### src/rtl/ads_line_packer.sv
// Pairs ADS A/B channel samples into {B,A} pixel words, frames them into AFE lines
// and streams them out of a first-word-fall-through FIFO with sticky error flags.
module ads_line_packer #(
    parameter int DW             = 16,
    parameter int PAIRS_PER_LINE = 32,
    parameter int FIFO_AW        = 6,
    parameter int LCNT_W         = 16
) (
    input  logic              CLK_100M,
    input  logic              CLK_RST,
    input  logic              LINE_START,
    input  logic [DW-1:0]     ADS_ADATA,
    input  logic              ADS_AVLAID,
    input  logic [DW-1:0]     ADS_BDATA,
    input  logic              ADS_BVLAID,
    output logic [2*DW-1:0]   PIX_TDATA,
    output logic              PIX_TFIRST,
    output logic              PIX_TLAST,
    output logic              PIX_TVALID,
    input  logic              PIX_TREADY,
    output logic [LCNT_W-1:0] LINE_CNT,
    output logic [2:0]        STATUS,
    input  logic              ERR_CLR
);
    localparam int DEPTH = 1 << FIFO_AW;
    localparam int CW    = (PAIRS_PER_LINE > 1) ? $clog2(PAIRS_PER_LINE) : 1;
    localparam int EW    = 2 * DW + 2;
    localparam logic [FIFO_AW:0] FULL_CNT = (FIFO_AW + 1)'(DEPTH);
    localparam logic [CW-1:0]    LAST_IDX = CW'(PAIRS_PER_LINE - 1);

    typedef enum logic [1:0] {IDLE, ACTIVE, DONE} state_t;

    state_t              state;
    state_t              state_nxt;
    logic                active;
    logic                a_st, b_st, pair, pair_first, pair_last, a_err, b_err;
    logic                a_f, b_f;
    logic [DW-1:0]       a_hold, b_hold;
    logic [CW-1:0]       pair_cnt;
    logic [LCNT_W-1:0]   line_cnt;
    logic [2:0]          status;
    logic                vld_p0;
    logic [EW-1:0]       word_p0;
    logic [EW-1:0]       mem [DEPTH];
    logic [FIFO_AW-1:0]  wr_ptr, rd_ptr;
    logic [FIFO_AW:0]    count;
    logic                full, push, pop, ovf_set;
    logic [EW-1:0]       head;

    always_ff @(posedge CLK_100M or posedge CLK_RST) begin
        if (CLK_RST) state <= IDLE;
        else         state <= state_nxt;
    end

    always_comb begin
        state_nxt = state;
        case (state)
            IDLE:    if (LINE_START) state_nxt = ACTIVE;
            ACTIVE:  if (LINE_START) state_nxt = ACTIVE;
                     else if (pair && pair_last) state_nxt = DONE;
            DONE:    if (LINE_START) state_nxt = ACTIVE;
            default: state_nxt = IDLE;
        endcase
    end

    // Strobes only count inside a line and never on the cycle a line (re)starts.
    always_comb begin
        active = (state == ACTIVE) && !LINE_START;
    end

    assign a_st       = active & ADS_AVLAID;
    assign b_st       = active & ADS_BVLAID;
    assign pair       = (a_f | a_st) & (b_f | b_st);
    assign pair_first = (pair_cnt == '0);
    assign pair_last  = (pair_cnt == LAST_IDX);
    assign a_err      = a_st & a_f & ~b_f;
    assign b_err      = b_st & b_f & ~a_f;

    always_ff @(posedge CLK_100M or posedge CLK_RST) begin
        if (CLK_RST) begin
            a_f      <= 1'b0;
            b_f      <= 1'b0;
            pair_cnt <= '0;
            line_cnt <= '0;
            vld_p0   <= 1'b0;
        end else begin
            vld_p0 <= pair;
            if (LINE_START) begin
                a_f      <= 1'b0;
                b_f      <= 1'b0;
                pair_cnt <= '0;
            end else if (pair) begin
                a_f      <= 1'b0;
                b_f      <= 1'b0;
                pair_cnt <= pair_last ? '0 : pair_cnt + 1'b1;
                if (pair_last) line_cnt <= line_cnt + 1'b1;
            end else begin
                if (a_st) a_f <= 1'b1;
                if (b_st) b_f <= 1'b1;
            end
        end
    end

    // Stage p0: formed pair registered ahead of the FIFO write.
    always_ff @(posedge CLK_100M) begin
        if (a_st) a_hold <= ADS_ADATA;
        if (b_st) b_hold <= ADS_BDATA;
        if (pair) word_p0 <= {pair_last, pair_first,
                              b_st ? ADS_BDATA : b_hold,
                              a_st ? ADS_ADATA : a_hold};
    end

    // A full FIFO still accepts a write when the head is leaving the same cycle.
    assign full    = (count == FULL_CNT);
    assign pop     = (count != '0) & PIX_TREADY;
    assign push    = vld_p0 & (~full | pop);
    assign ovf_set = vld_p0 & full & ~pop;

    always_ff @(posedge CLK_100M or posedge CLK_RST) begin
        if (CLK_RST) begin
            wr_ptr <= '0;
            rd_ptr <= '0;
            count  <= '0;
        end else begin
            if (push) wr_ptr <= wr_ptr + 1'b1;
            if (pop)  rd_ptr <= rd_ptr + 1'b1;
            case ({push, pop})
                2'b10:   count <= count + 1'b1;
                2'b01:   count <= count - 1'b1;
                default: count <= count;
            endcase
        end
    end

    always_ff @(posedge CLK_100M) begin
        if (push) mem[wr_ptr] <= word_p0;
    end

    always_ff @(posedge CLK_100M or posedge CLK_RST) begin
        if (CLK_RST) status <= 3'b000;
        else status <= (ERR_CLR ? 3'b000 : status)
                     | {LINE_START & (state == ACTIVE), a_err | b_err, ovf_set};
    end

    assign head       = mem[rd_ptr];
    assign PIX_TVALID = (count != '0);
    assign {PIX_TLAST, PIX_TFIRST, PIX_TDATA} = PIX_TVALID ? head : '0;
    assign LINE_CNT   = line_cnt;
    assign STATUS     = status;

endmodule

### config.mk
export PLATFORM = sky130hd
export DESIGN_NAME = ads_line_packer
export DESIGN_NICKNAME = d
export VERILOG_FILES = /design/src/rtl/ads_line_packer.sv
export SDC_FILE = /design/constraint.sdc
export NUM_CORES = 2
export LEC_CHECK = 0
export CORE_UTILIZATION = 35
export DETAILED_ROUTE_END_ITERATION = 16
export PLACE_DENSITY = 0.52
export SYNTH_ARGS = -nofsm -noshare
export SYNTH_HDL_FRONTEND = slang
export SYNTH_SLANG_ARGS = --single-unit
### constraint.sdc
create_clock -name CLK_100M -period 8.23 [get_ports CLK_100M]
set_clock_uncertainty 0.15 [all_clocks]
set_input_delay 0.823 -clock CLK_100M [delete_from_list [all_inputs] [get_ports CLK_100M]]
set_output_delay 0.823 -clock CLK_100M [all_outputs]
set_load 0.1 [all_outputs]
==> flow_metrics.py <==
metrics = {
    "status": {
        "status": "complete, no violations",
    },
    "floorplanning": {
        "core_mm2": 0.2466,
        "die_h_um": 500.8,
        "die_area_mm2": 0.2508,
        "die_x_um": 500.8,
        "num_rows": 182,
        "start_util": 0.3531,
        "ios": 93,
    },
    "route": {
        "drc": 0,
        "final_antenna_net_count": 0,
        "wl_per_cell_um": 32.79,
        "vias": 42700,
        "wirelength_um": 252800,
        "detail_route.first_pass.iterations": 6,
        "via_per_inst": 5.538,
        "drt-initial-drc-count": 5108,
    },
    "clocking": {
        "cts_buffer_depth": 3,
        "cts_buffers": 232,
        "root_buffer": "clkbuf_16",
        "clkTransAtPathRegs_ns": 0.06,
        "postCtsHoldBufs": 0,
        "cts_tree": "done",
        "cts_num_sinks": 2290,
        "clock_latency_ns": 0.90,
        "h-tree-depth": 4,
        "cts_setup_buffers": 0,
        "postCtsResizedCells": 0,
    },
    "power_and_ir_drop": {
        "pwr_density_cell_mw_per_mm2": 344.0,
        "p_clk_frac": 0.299,
        "switchingPower_mw": 12.05,
        "seq_power_share": 0.381,
        "p_total_mw": 34.64,
        "leakage_nw": 31.42,
        "ir_worst_vdd_uv": 515.7,
        "p_sw_frac": 0.3477,
        "pwr-share-comb": 0.320,
        "p_int_mw": 22.60,
    },
    "sta": {
        "rsz0062_at_grt": "no",
        "slew_headroom": 0.2082,
        "hold_violations": 0,
        "timing.setup.tns_ns": 0,
        "slew_viol_final": 0,
        "setup_viol_count_final": 0,
        "whs_ns": 0.3175,
        "timing.fmax_mhz": 145.5,
        "worst_slew_pin_slew_ns": 1.185,
        "min_period_over_period": 0.8349,
        "min_period_ns": 6.871,
    },
    "layout": {
        "drive_above_1_share": 0.2602,
        "multi_input_area_mm2": 0.01841,
        "area_growth_pct": 15.63,
        "fin_util": 0.4083,
        "final-seq-area_mm2": 0.06822,
        "fillers": 21560,
        "mostFrequentLayoutCell": "edfxtp_1",
        "final_nets": 4242,
        "final_cell_mix": "edfxtp_1 (2210), mux4_2 (506), clkbuf_16 (232)",
    },
    "setup_path": {
        "critPathLaunchType": "register",
        "critPathKind": "register to output pin",
        "slowest_stage": "clkdlybuf4s50_1",
        "worstSetupEndpointType": "output pin",
        "critPathMaxStageDelay_ns": 1.18,
        "path_cells": "buf_4, or3_2, o22ai_1, a211oi_1, buf_4, a22o_1, clkdlybuf4s50_1",
        "cp.arrival_ns": 5.90,
        "crit_fanout": 28,
        "critPathMostFrequentCell": "buf_4",
        "crit_required_ns": 7.26,
    },
    "yosys": {
        "avgSynthCellArea_um2": 22.26,
        "ys_async_sr_fraction": 0.02096,
        "synth_cell_types": 59,
        "seq_area_frac_synth": 0.7832,
        "syn-cell-area_mm2": 0.08709,
        "synth_edf_count": 2210,
        "synth-main-ff-cell": "edfxtp_1",
        "syn-num-nets": 3959,
        "syn_inst": 3913,
        "yosysWarnings": 0,
        "ys_ff_latch": 2290,
    },
    "global_routing": {
        "grt_usage": 0.2015,
        "antenna_found_initial": 3,
        "grt_pass1_wl_um": 351200,
        "grt_max_degree": 136,
        "grt_overflow": 0,
        "grt_pass1_vias": 43130,
    },
    "place": {
        "routabilityCongestion": 0.7905,
        "port_buffers": 92,
        "hpwl_um": 141500,
    },
    "flow_run": {
        "cap_violations": 0,
    },
    "min_path": {
        "hold_path_class": "primary input to asynchronous set/reset pin",
    },
}
path summary, 6_finish.rpt:
kind / cells after the start / from / slack [ns] / endpoint
worst min-delay path: 3 / CLK_RST / 0.32 / STATUS[0]
worst max register to register: 6 / count[3] / 3.93 / mem[27][28]
worst max-delay path: 7 / rd_ptr[3] / 1.36 / PIX_TDATA[1]
min in group CLK_100M: 1 / LINE_CNT[15] / 0.32 / LINE_CNT[15]
worst min register to register: 1 / LINE_CNT[15] / 0.32 / LINE_CNT[15]
max in group asynchronous: 3 / CLK_RST / 6.97 / rd_ptr[2]
layer usage:
metal / global-route usage / routed length (um) / vias up
li1: - / - / 17220
met2: 0.3314 / 124300 / 1513
met1: 0.2815 / 107700 / 23640
met5: 0 / 0 / -
met3: 0.02706 / 14460 / 324
met4: 0.05215 / 6317 / 0
through the flow:
| step | cells | cell area (um^2) | setup WS [ns] |
|---|---|---|---|
| 6_report | 7709 | 100700 | 1.359 |
| 3_3_place_gp | 7274 | 93210 | 2.288 |
| 3_5_place_dp | 7274 | 93210 | 2.292 |
| 5_1_grt | 7708 | 100700 | 1.356 |
| 2_1_floorplan | 3913 | 87090 | 3.927 |
| 4_1_cts | 7708 | 100700 | 1.305 |
cell type report:
cell class	instances	share of cell area
Clock buffer	293	0.06052
Sequential cell	2290	0.6775
Tap cell	3312	0.04115
Antenna cell	1	0.00002485
Inverter	12	0.0004970
Multi-Input combinational cell	1397	0.1828
Timing Repair Buffer	263	0.02376
Clock inverter	141	0.01378
synth_stat cells, drive strengths merged (3+ instances only):
| cell type | count | share of area |
|---|---|---|
| a2111oi | 17 | 0.0017 |
| a211o | 15 | 0.0015 |
| a211oi | 59 | 0.0051 |
| a21oi | 31 | 0.0018 |
| a221oi | 28 | 0.0028 |
| a222oi | 5 | 0.00057 |
| a22o | 17 | 0.0017 |
| a22oi | 18 | 0.0016 |
| a31oi | 3 | 0.00022 |
| a32o | 3 | 0.00034 |
| and2 | 4 | 0.00029 |
| and3 | 7 | 0.00050 |
| buf | 121 | 0.0072 |
| clkbuf | 93 | 0.0040 |
| dfrtp | 48 | 0.014 |
| dfxtp | 32 | 0.0074 |
| edfxtp | 2210 | 0.76 |
| ha | 7 | 0.0010 |
| inv | 12 | 0.00052 |
| mux2 | 38 | 0.0050 |
| mux2i | 185 | 0.021 |
| mux4 | 506 | 0.13 |
| nand2 | 67 | 0.0029 |
| nand2b | 7 | 0.00050 |
| nand3 | 25 | 0.0014 |
| nand3b | 9 | 0.00078 |
| nand4 | 8 | 0.00057 |
| nor2 | 96 | 0.0041 |
| nor2b | 7 | 0.00050 |
| nor3 | 15 | 0.00099 |
| nor4 | 3 | 0.00022 |
| o21ai | 53 | 0.0030 |
| o221ai | 6 | 0.00060 |
| o22ai | 91 | 0.0065 |
| o2bb2ai | 12 | 0.0012 |
| o32ai | 4 | 0.00040 |
| or3 | 4 | 0.00029 |
| xnor2 | 19 | 0.0019 |
| xor2 | 10 | 0.0010 |
cells by family (layout without fill, tap and decap cells):
group | Yosys count | after routing | synth area share
and+or+nand+nor | 262 | 262 | 0.01415
muxes | 729 | 729 | 0.1571
buffers and inverters | 226 | 709 | 0.01177
DFF | 2290 | 2290 | 0.7832
AOI/OAI and AO/OA | 370 | 370 | 0.02990
adders and majority gates | 7 | 7 | 0.001006
other | 0 | 1 | 0
xor gates and xnor gates | 29 | 29 | 0.002916
critical path, delay by kind of cell (launching register included):
kind	cells	cell delay, ns
DFF	1	1.05
buffers and inverters	3	1.90
and+or+nand+nor	1	0.77
AOI/OAI and AO/OA	3	1.24
flip-flops by register name, indices dropped and copies added (netlist names), 2 cells and up:
register  flops
LINE_CNT     16
pair_cnt      5
state         2
b_hold       16
wr_ptr        6
count         7
rd_ptr        6
STATUS        3
a_hold       16
mem        2176
word_p0      34
power by group through the flow:
stage | Combinational, mW | Clock, mW | Sequential (mW)
after global placement | 11.2 | 0 | 13.4
after global routing | 11.5 | 11.0 | 13.2
after detailed placement | 11.2 | 0 | 13.4
after floorplan | 7.30 | 0 | 13.3
final | 11.1 | 10.4 | 13.2
after CTS | 11.2 | 10.6 | 13.2
Power figures use the tool's default switching activity.
